==> src/rtl/video_fetch_ctrl.sv <==
// Purpose: framebuffer fetch sequencer; issues one BURST-pixel read at a time and streams returned pixels into the pixel FIFO.
// Latency: returned beat to fifo_wr is one cycle; a new request is raised one cycle after the FIFO has room for a whole burst.
// Backpressure: requests are held until rd_ack and wait in CHECK while the FIFO lacks BURST free words; one burst outstanding.
module video_fetch_ctrl #(
  parameter int          HDISP      = 800,
  parameter int          VDISP      = 480,
  parameter int          BURST      = 16,
  parameter int          FIFO_DEPTH = 256,
  parameter logic [31:0] BASE       = 32'h0
) (
  input  logic                          pixel_clk,
  input  logic                          pixel_rst_n,
  input  logic                          frame_start,
  input  logic [$clog2(FIFO_DEPTH):0]   fifo_level,
  output logic                          rd_req,
  output logic [31:0]                   rd_addr,
  input  logic                          rd_ack,
  input  logic                          rd_valid,
  input  logic [23:0]                   rd_data,
  output logic                          fifo_wr,
  output logic [23:0]                   fifo_wdata,
  output logic                          fifo_clr,
  output logic                          frame_err
);

  localparam int          NBURSTS    = HDISP * VDISP / BURST;
  localparam int          CW         = $clog2(NBURSTS + 1);
  localparam int          BW         = (BURST > 1) ? $clog2(BURST) : 1;
  localparam logic [CW-1:0] LAST_BURST = CW'(NBURSTS);
  localparam logic [BW-1:0] LAST_BEAT  = BW'(BURST - 1);
  localparam logic [31:0] ADDR_STEP  = 32'(BURST * 4);
  localparam logic [31:0] DEPTH_W    = 32'(FIFO_DEPTH);
  localparam logic [31:0] BURST_W    = 32'(BURST);

  typedef enum logic [2:0] {IDLE, CHECK, REQ, DATA, DONE} state_t;

  state_t          state;
  logic [CW-1:0]   burst_cnt;
  logic [BW-1:0]   beat_cnt;
  logic            abort;
  logic            have_space;
  logic            drop_beat;
  logic [CW-1:0]   burst_nxt;

  // Room for a whole burst: FIFO_DEPTH - level >= BURST, rearranged to avoid underflow.
  assign have_space = (32'(fifo_level) + BURST_W) <= DEPTH_W;
  // A frame_start arriving mid-burst already poisons the beat landing in the same cycle.
  assign drop_beat  = abort | frame_start;
  assign burst_nxt  = burst_cnt + CW'(1);

  // Fetch FSM with all outputs registered; restart = flush FIFO, rewind address, back to CHECK.
  always_ff @(posedge pixel_clk or negedge pixel_rst_n) begin
    if (!pixel_rst_n) begin
      state      <= IDLE;
      rd_req     <= 1'b0;
      rd_addr    <= BASE;
      fifo_wr    <= 1'b0;
      fifo_wdata <= '0;
      fifo_clr   <= 1'b0;
      frame_err  <= 1'b0;
      burst_cnt  <= '0;
      beat_cnt   <= '0;
      abort      <= 1'b0;
    end else begin
      fifo_wr   <= 1'b0;
      fifo_clr  <= 1'b0;
      frame_err <= 1'b0;
      case (state)
        IDLE, DONE: begin
          if (frame_start) begin
            fifo_clr  <= 1'b1;
            rd_addr   <= BASE;
            burst_cnt <= '0;
            state     <= CHECK;
          end
        end
        CHECK: begin
          if (frame_start) begin
            frame_err <= 1'b1;
            fifo_clr  <= 1'b1;
            rd_addr   <= BASE;
            burst_cnt <= '0;
          end else if (have_space) begin
            rd_req <= 1'b1;
            state  <= REQ;
          end
        end
        REQ: begin
          if (frame_start) begin
            frame_err <= 1'b1;
            abort     <= 1'b1;
          end
          // The handshake always completes, even when aborting, so the memory side stays consistent.
          if (rd_ack) begin
            rd_req   <= 1'b0;
            beat_cnt <= '0;
            state    <= DATA;
          end
        end
        DATA: begin
          if (frame_start) begin
            frame_err <= 1'b1;
            abort     <= 1'b1;
          end
          if (rd_valid) begin
            if (!drop_beat) begin
              fifo_wr    <= 1'b1;
              fifo_wdata <= rd_data;
            end
            beat_cnt <= beat_cnt + BW'(1);
            if (beat_cnt == LAST_BEAT) begin
              if (drop_beat) begin
                abort     <= 1'b0;
                fifo_clr  <= 1'b1;
                rd_addr   <= BASE;
                burst_cnt <= '0;
                state     <= CHECK;
              end else begin
                rd_addr   <= rd_addr + ADDR_STEP;
                burst_cnt <= burst_nxt;
                state     <= (burst_nxt < LAST_BURST) ? CHECK : DONE;
              end
            end
          end
        end
        default: state <= IDLE;
      endcase
    end
  end

endmodule

==> config.mk <==
export PLATFORM = sky130hd
export DESIGN_NAME = video_fetch_ctrl
export DESIGN_NICKNAME = d
export VERILOG_FILES = /design/src/rtl/video_fetch_ctrl.sv
export SDC_FILE = /design/constraint.sdc
export NUM_CORES = 1
export LEC_CHECK = 0
export ABC_CLOCK_PERIOD_IN_PS = 3500
export CAP_MARGIN = 25
export CORE_MARGIN = 4
export CORE_UTILIZATION = 35
export DETAILED_ROUTE_END_ITERATION = 12
export HOLD_SLACK_MARGIN = 0.12
export SLEW_MARGIN = 20
export SYNTH_ARGS = -nofsm -noshare
export SYNTH_HDL_FRONTEND = slang
export SYNTH_SLANG_ARGS = --single-unit
==> constraint.sdc <==
create_clock -name pixel_clk -period 3.5 [get_ports pixel_clk]
set_input_delay 0.875 -clock pixel_clk [delete_from_list [all_inputs] [get_ports pixel_clk]]
set_output_delay 0.875 -clock pixel_clk [all_outputs]
set_load 0.02 [all_outputs]
==> results.yml, run 1 <==
synth:
  synth_edf_count: 0
  synth_top_area_share_pct: 49.0
  yosys_most_used_dff: "dfrtp_1"
  yosys_warnings: 0
  syn-cell-area_um2: 3930
  ys_seq_area_share_pct: 49.0
  ys_top_cells_by_count: "77 x dfrtp_1, 49 x nand2_1, 39 x o21ai_0, 22 x nor2_1, 21 x mux2_2"
  syn_inst: 398
  synth_area_leaders: "dfrtp_1 49%, mux2_2 6.0%, o21ai_0 5.0%"
  async_flop_share_pct: 100
  syn_area_per_cell_um2: 9.88
  synth.distinct_cells: 54
  synth_top_area_cell: "dfrtp_1"
  ys_seq_elements: 77
  synthMostInstantiatedCell: "dfrtp_1"
finish:
  fin_area_um2: 5230
  num_antenna_cells: 0
  synthToLayoutAreaGrowth_pct: 33.1
  nets: 523
  layout-drive-gt1-share_pct: 10.7
  fillCellCount: 1043
sta:
  finalHoldViolCount: 0
  worst_pin_slew_ns: 0.833
  drv_slew: 0
  setup_violations: 0
  tns_ns: 0
  min_period_ns: 2.69
  setup_ws_ns: 0.805
  fin_worst_skew_ns: 0.00753
  fmax_mhz: 371
  slew_headroom_pct: 44.4
  grt_setup_unrepaired: "false"
  period_share_pct: 77.0
floorplanning:
  chipHeight_um: 114
  die_area_um2: 13000
  initial_core_util_pct: 36.0
  fp.dieW_um: 114
  ioPinCount: 98
  fp-row-count: 38
  coreArea_um2: 10900
critical_path:
  cp_slowest_cell: "clkdlybuf4s50_1"
  crit_end: "rd_addr[31]"
  rrSetupSlack_ns: 1.17
  critical_path_class: "input pin to flop"
  crit_path_end_kind: "flop"
  path_cells: "clkdlybuf4s50_1 -> nor3b_1 -> and2_1 -> nand2_2 -> a31oi_1 -> o21ai_0 -> o21ai_1"
  worstPathRequired_ns: 3.75
  r2r_start: "state[0]"
  crit_fanout: 18
  cpLargestDelayFamily: "simple AND/OR/NAND/NOR gates"
  arrival_ns: 2.95
  slowest_delay_ns: 0.54
  crit_start: "frame_start"
  rr_worst_depth: 5
  startpoint_type: "input pin"
  cp.depth: 7
  worst_r2r_endpoint: "rd_addr[31]"
  worst-path-buf-inv: 1
detailed_routing:
  viasPerCell: 5.28
  first_pass_iters: 7
  drt_first_iter_violations: 126
  drt_wl_total_mm: 9.69
  drc: 0
  ant_nets: 0
  via_count: 3308
  avgRoutedWirePerCell_um: 15.4
grt:
  grt-ovfl-total: 0
  grt_pass1_wl_mm: 16.2
  antenna_found_initial: 0
  grt_max_degree: 78
  track_usage_pct: 15.3
  grt_pass1_vias: 3291
hold_path:
  hp-class: "flop to flop"
clocking:
  cts.reportedPaths.clkPinSlew_ns: 0.06
  clockBufferDepth: 2
  cts_buffers: 9
  clock_latency_ns: 0.33
  h-tree-depth: 3
  clockRootBuffer: "clkbuf_16"
  cts-resized-gates: 0
  clock-sinks: 77
  cts_hold_buf: 0
  cts_setup_buffers: 0
  cts_tree: "done"
outcome:
  status: "completed"
power:
  p_per_area_nw_per_um2: 621
  peakVddDrop_v: 0.000387
  p_leak_nw: 2.19
  total_power_mw: 3.25
flow_run:
  max_cap_violations: 0
placement:
  gp_congestion: 0.798
  portBuffers: 91
  place_hpwl_mm: 6.77
  preCtsSetupSlack_ns: 0.470
  place_area_um2: 4890
cells by family after synthesis:
| group | count (synthesis) | synth area share, % |
|---|---|---|
| XOR/XNOR | 8 | 1.78 |
| AND/OR/NAND/NOR | 144 | 19.4 |
| multiplexers | 26 | 7.38 |
| buffers and inverters | 34 | 5.00 |
| flip-flops | 77 | 49.0 |
| other | 1 | 0.0954 |
| AO/OA/AOI/OAI | 105 | 16.4 |
| adder cells (fa/ha/maj) | 3 | 0.955 |
routing by layer:
layer | GRT usage (%) | share of wire (%) | vias up
li1 | - | - | 1597
met1 | 19.7 | 46 | 1584
met2 | 25.1 | 46 | 119
met3 | 4.35 | 7.0 | 8
met4 | 4.43 | 0.82 | 0
met5 | 0 | 0 | -
layout by cell type, fill, tap and decap left out, drive strengths merged, types with 8 or more instances in the layout:
| master | count |
|---|---|
| clkdlybuf4s50 | 90 |
| o21ai | 46 |
| inv | 8 |
| dfrtp | 77 |
| clkbuf | 10 |
| nor2 | 22 |
| mux2 | 24 |
| nand4 | 16 |
| a21oi | 20 |
| a31oi | 16 |
| nand3 | 15 |
| nand2 | 51 |
worst min path at each step:
stage / slack, ns / cells after the start / start / end
after floorplan: 0.46 / 1 / state[2] / state[1]
after global placement: 0.47 / 1 / fifo_wdata[2] / fifo_wdata[2]
after detailed placement: 0.49 / 1 / fifo_wdata[7] / fifo_wdata[7]
after CTS: 0.50 / 1 / state[2] / state[1]
after global routing: 0.52 / 1 / rd_addr[31] / rd_addr[31]
final: 0.49 / 1 / state[2] / state[1]
flip-flops by register name (all words and copies together), names as in the netlist:
register,cells
abort,1
beat_cnt,4
burst_cnt,15
fifo_clr,1
fifo_wdata,24
fifo_wr,1
frame_err,1
rd_addr,26
rd_req,1
state,3
power by group:
group | switching (mW) | leakage (nW) | internal, mW
registers | 0.113 | 1.01 | 1.08
clock network | 0.388 | 0.154 | 0.631
logic | 0.538 | 1.02 | 0.504
total | 1.04 | 2.19 | 2.21
cell type report:
type / count / area [µm²] / area share (%)
Multi-Input combinational cell: 292 / 1830 / 34.9
Inverter: 6 / 22.5 / 0.430
Tap cell: 140 / 175 / 3.35
Clock inverter: 6 / 93.8 / 1.79
Clock buffer: 10 / 229 / 4.37
Sequential cell: 77 / 1930 / 36.8
Timing Repair Buffer: 96 / 958 / 18.3
metrics by stage:
stage | hold slack, ns | instances | util (%)
final | 0.495 | 627 | 47.9
after global placement | 0.474 | 610 | 44.7
after CTS | 0.497 | 626 | 47.7
after floorplan | 0.462 | 403 | -
after detailed placement | 0.488 | 610 | 44.7
after global routing | 0.520 | 627 | 47.9
No activity file was read; power rests on OpenSTA's default activity.
==> run 2, diff against run 1 <==
ABC_CLOCK_PERIOD_IN_PS = 2250   (was 3500)
clock period = 2.25 ns   (was 3.5 ns; I/O delays follow)
==> run 2 against run 1 <==
  * First-iteration DRC count grew 26%
  * Sequential cell count did not move
  * Combinational power is 69% higher
  * Global-route usage rose by 0.38 points
  * Die area is the same
  * Clock power is 42% higher
  * Core utilization is 1.8 points higher
  * Clock-buffer cell count up 1
  * Design area rose by 3.7%
  * Via count is 2.7% higher
  * Largest cell class unchanged
  * Highest routed layer unchanged
==> results.yml, run 2 (same netlist as run 1, synthesis figures left out) <==
floorplanning:
  initial_core_util_pct: 36.0
  chipHeight_um: 114
  fp-row-count: 38
  ioPinCount: 98
  die_area_um2: 13000
  fp.dieW_um: 114
  coreArea_um2: 10900
clocking:
  h-tree-depth: 3
  cts_setup_buffers: 0
  clockBufferDepth: 2
  cts-resized-gates: 0
  clock_latency_ns: 0.34
  clockRootBuffer: "clkbuf_16"
  cts_hold_buf: 0
  clock-sinks: 77
  cts_buffers: 9
  cts.reportedPaths.clkPinSlew_ns: 0.06
  cts_tree: "done"
detailed_routing:
  via_count: 3396
  viasPerCell: 5.21
  avgRoutedWirePerCell_um: 15.3
  ant_nets: 0
  drt_first_iter_violations: 159
  first_pass_iters: 4
  drc: 0
  drt_wl_total_mm: 9.96
critical_path:
  worst_r2r_endpoint: "burst_cnt[5]"
  crit_fanout: 9
  cpLargestDelayFamily: "buffers and inverters"
  r2r_start: "beat_cnt[0]"
  path_cells: "clkdlybuf4s50_1"
  worst-path-buf-inv: 1
  rr_worst_depth: 7
  startpoint_type: "flop"
  rrSetupSlack_ns: 0.24
  critical_path_class: "flop to primary output"
  slowest_delay_ns: 0.67
  worstPathRequired_ns: 1.69
  arrival_ns: 1.50
  cp_slowest_cell: "clkdlybuf4s50_1"
  crit_path_end_kind: "primary output"
power:
  p_leak_nw: 2.31
  total_power_mw: 5.06
  p_per_area_nw_per_um2: 932
  peakVddDrop_v: 0.000557
finish:
  multi_input_area_um2: 1830
  largest_reg_flops: 26
  final_util_pct: 49.6
  largest-register: "rd_addr"
  final_cell_mix: "90 x clkdlybuf4s50_1, 77 x dfrtp_1, 49 x nand2_1"
  num_antenna_cells: 0
  layout-drive-gt1-share_pct: 15.0
  top_regs: "rd_addr: 26 flops, fifo_wdata: 24 flops, burst_cnt: 15 flops"
  final_common_cell: "clkdlybuf4s50_1"
  fillCellCount: 989
  regArea_um2: 1930
  synthToLayoutAreaGrowth_pct: 38.0
  stdcell_count: 652
  nets: 548
sta:
  slew_headroom_pct: 64.1
  fin_worst_skew_ns: 0.00863
  period_share_pct: 91.8
  setup_ws_ns: 0.184
  min_period_ns: 2.07
  setup_violations: 0
  grt_setup_unrepaired: "false"
  drv_slew: 0
  finalHoldViolCount: 0
  worst_pin_slew_ns: 0.538
  fmax_mhz: 484
placement:
  preCtsSetupSlack_ns: -0.159
  portBuffers: 91
  place_hpwl_mm: 7.19
  dp_cells: 636
  gp_congestion: 0.825
grt:
  grt-ovfl-total: 0
  track_usage_pct: 15.7
  antenna_found_initial: 0
  grt_pass1_wl_mm: 16.5
  grt_max_degree: 42
  grt_pass1_vias: 3322
hold_path:
  hp-class: "input pin to asynchronous set/reset pin"
flow_run:
  max_cap_violations: 0
outcome:
  status: "completed"
-- run 2: cell count changes in the layout (fill, tap and decap cells not counted) --
cell,before,now
clkinv_4,1,2
clkbuf_8,0,1
buf_12,1,3
bufinv_16,2,1
clkinv_2,0,1
buf_4,5,28
inv_6,2,0
-- run 2: power breakdown --
part	internal, mW	total (mW)	switching, mW
sequential	1.68	1.84	0.169
clock	0.891	1.45	0.563
combinational	0.876	1.76	0.882
-- run 2: layout make-up --
cell class	instances	share of cell area [%]
well taps	140	3.23
inverters	6	0.415
clock buffers	11	4.47
clock inverters	5	1.11
multi-input cells	292	33.7
flip-flops and latches	77	35.5
repair buffers	121	21.6
-- run 2: per-layer routing --
layer | routed length, µm | track usage (%) | vias to the layer above | share of wire (%)
met5 | 0 | 0 | - | 0
met4 | 78 | 5.23 | 0 | 0.78
met3 | 699 | 3.77 | 6 | 7.0
met2 | 4480 | 24.2 | 109 | 45
met1 | 4700 | 21.7 | 1625 | 47
li1 | - | - | 1656 | -
-- run 2: worst max-delay path by stage --
stage | startpoint | to | slack, ns | depth (start not counted)
4_1_cts | rd_addr[9] | rd_addr[9] | 0.17 | 1
2_1_floorplan | rd_addr[6] | rd_addr[26] | 0.33 | 8
6_report | rd_addr[9] | rd_addr[9] | 0.18 | 1
3_3_place_gp | rd_valid | rd_addr[18] | -0.08 | 8
5_1_grt | rd_valid | rd_addr[22] | 0.008 | 8
3_5_place_dp | frame_start | burst_cnt[6] | -0.16 | 6
-- run 2: metrics by stage --
step / setup TNS (ns) / hold slack, ns / instance area [µm²]
final: 0 / 0.209 / 5430
after detailed placement: -4.60 / 0.472 / 5120
after CTS: 0 / 0.229 / 5430
after floorplan: 0 / 0.267 / 3950
after global placement: -1.94 / 0.470 / 5120
after global routing: 0 / 0.254 / 5430
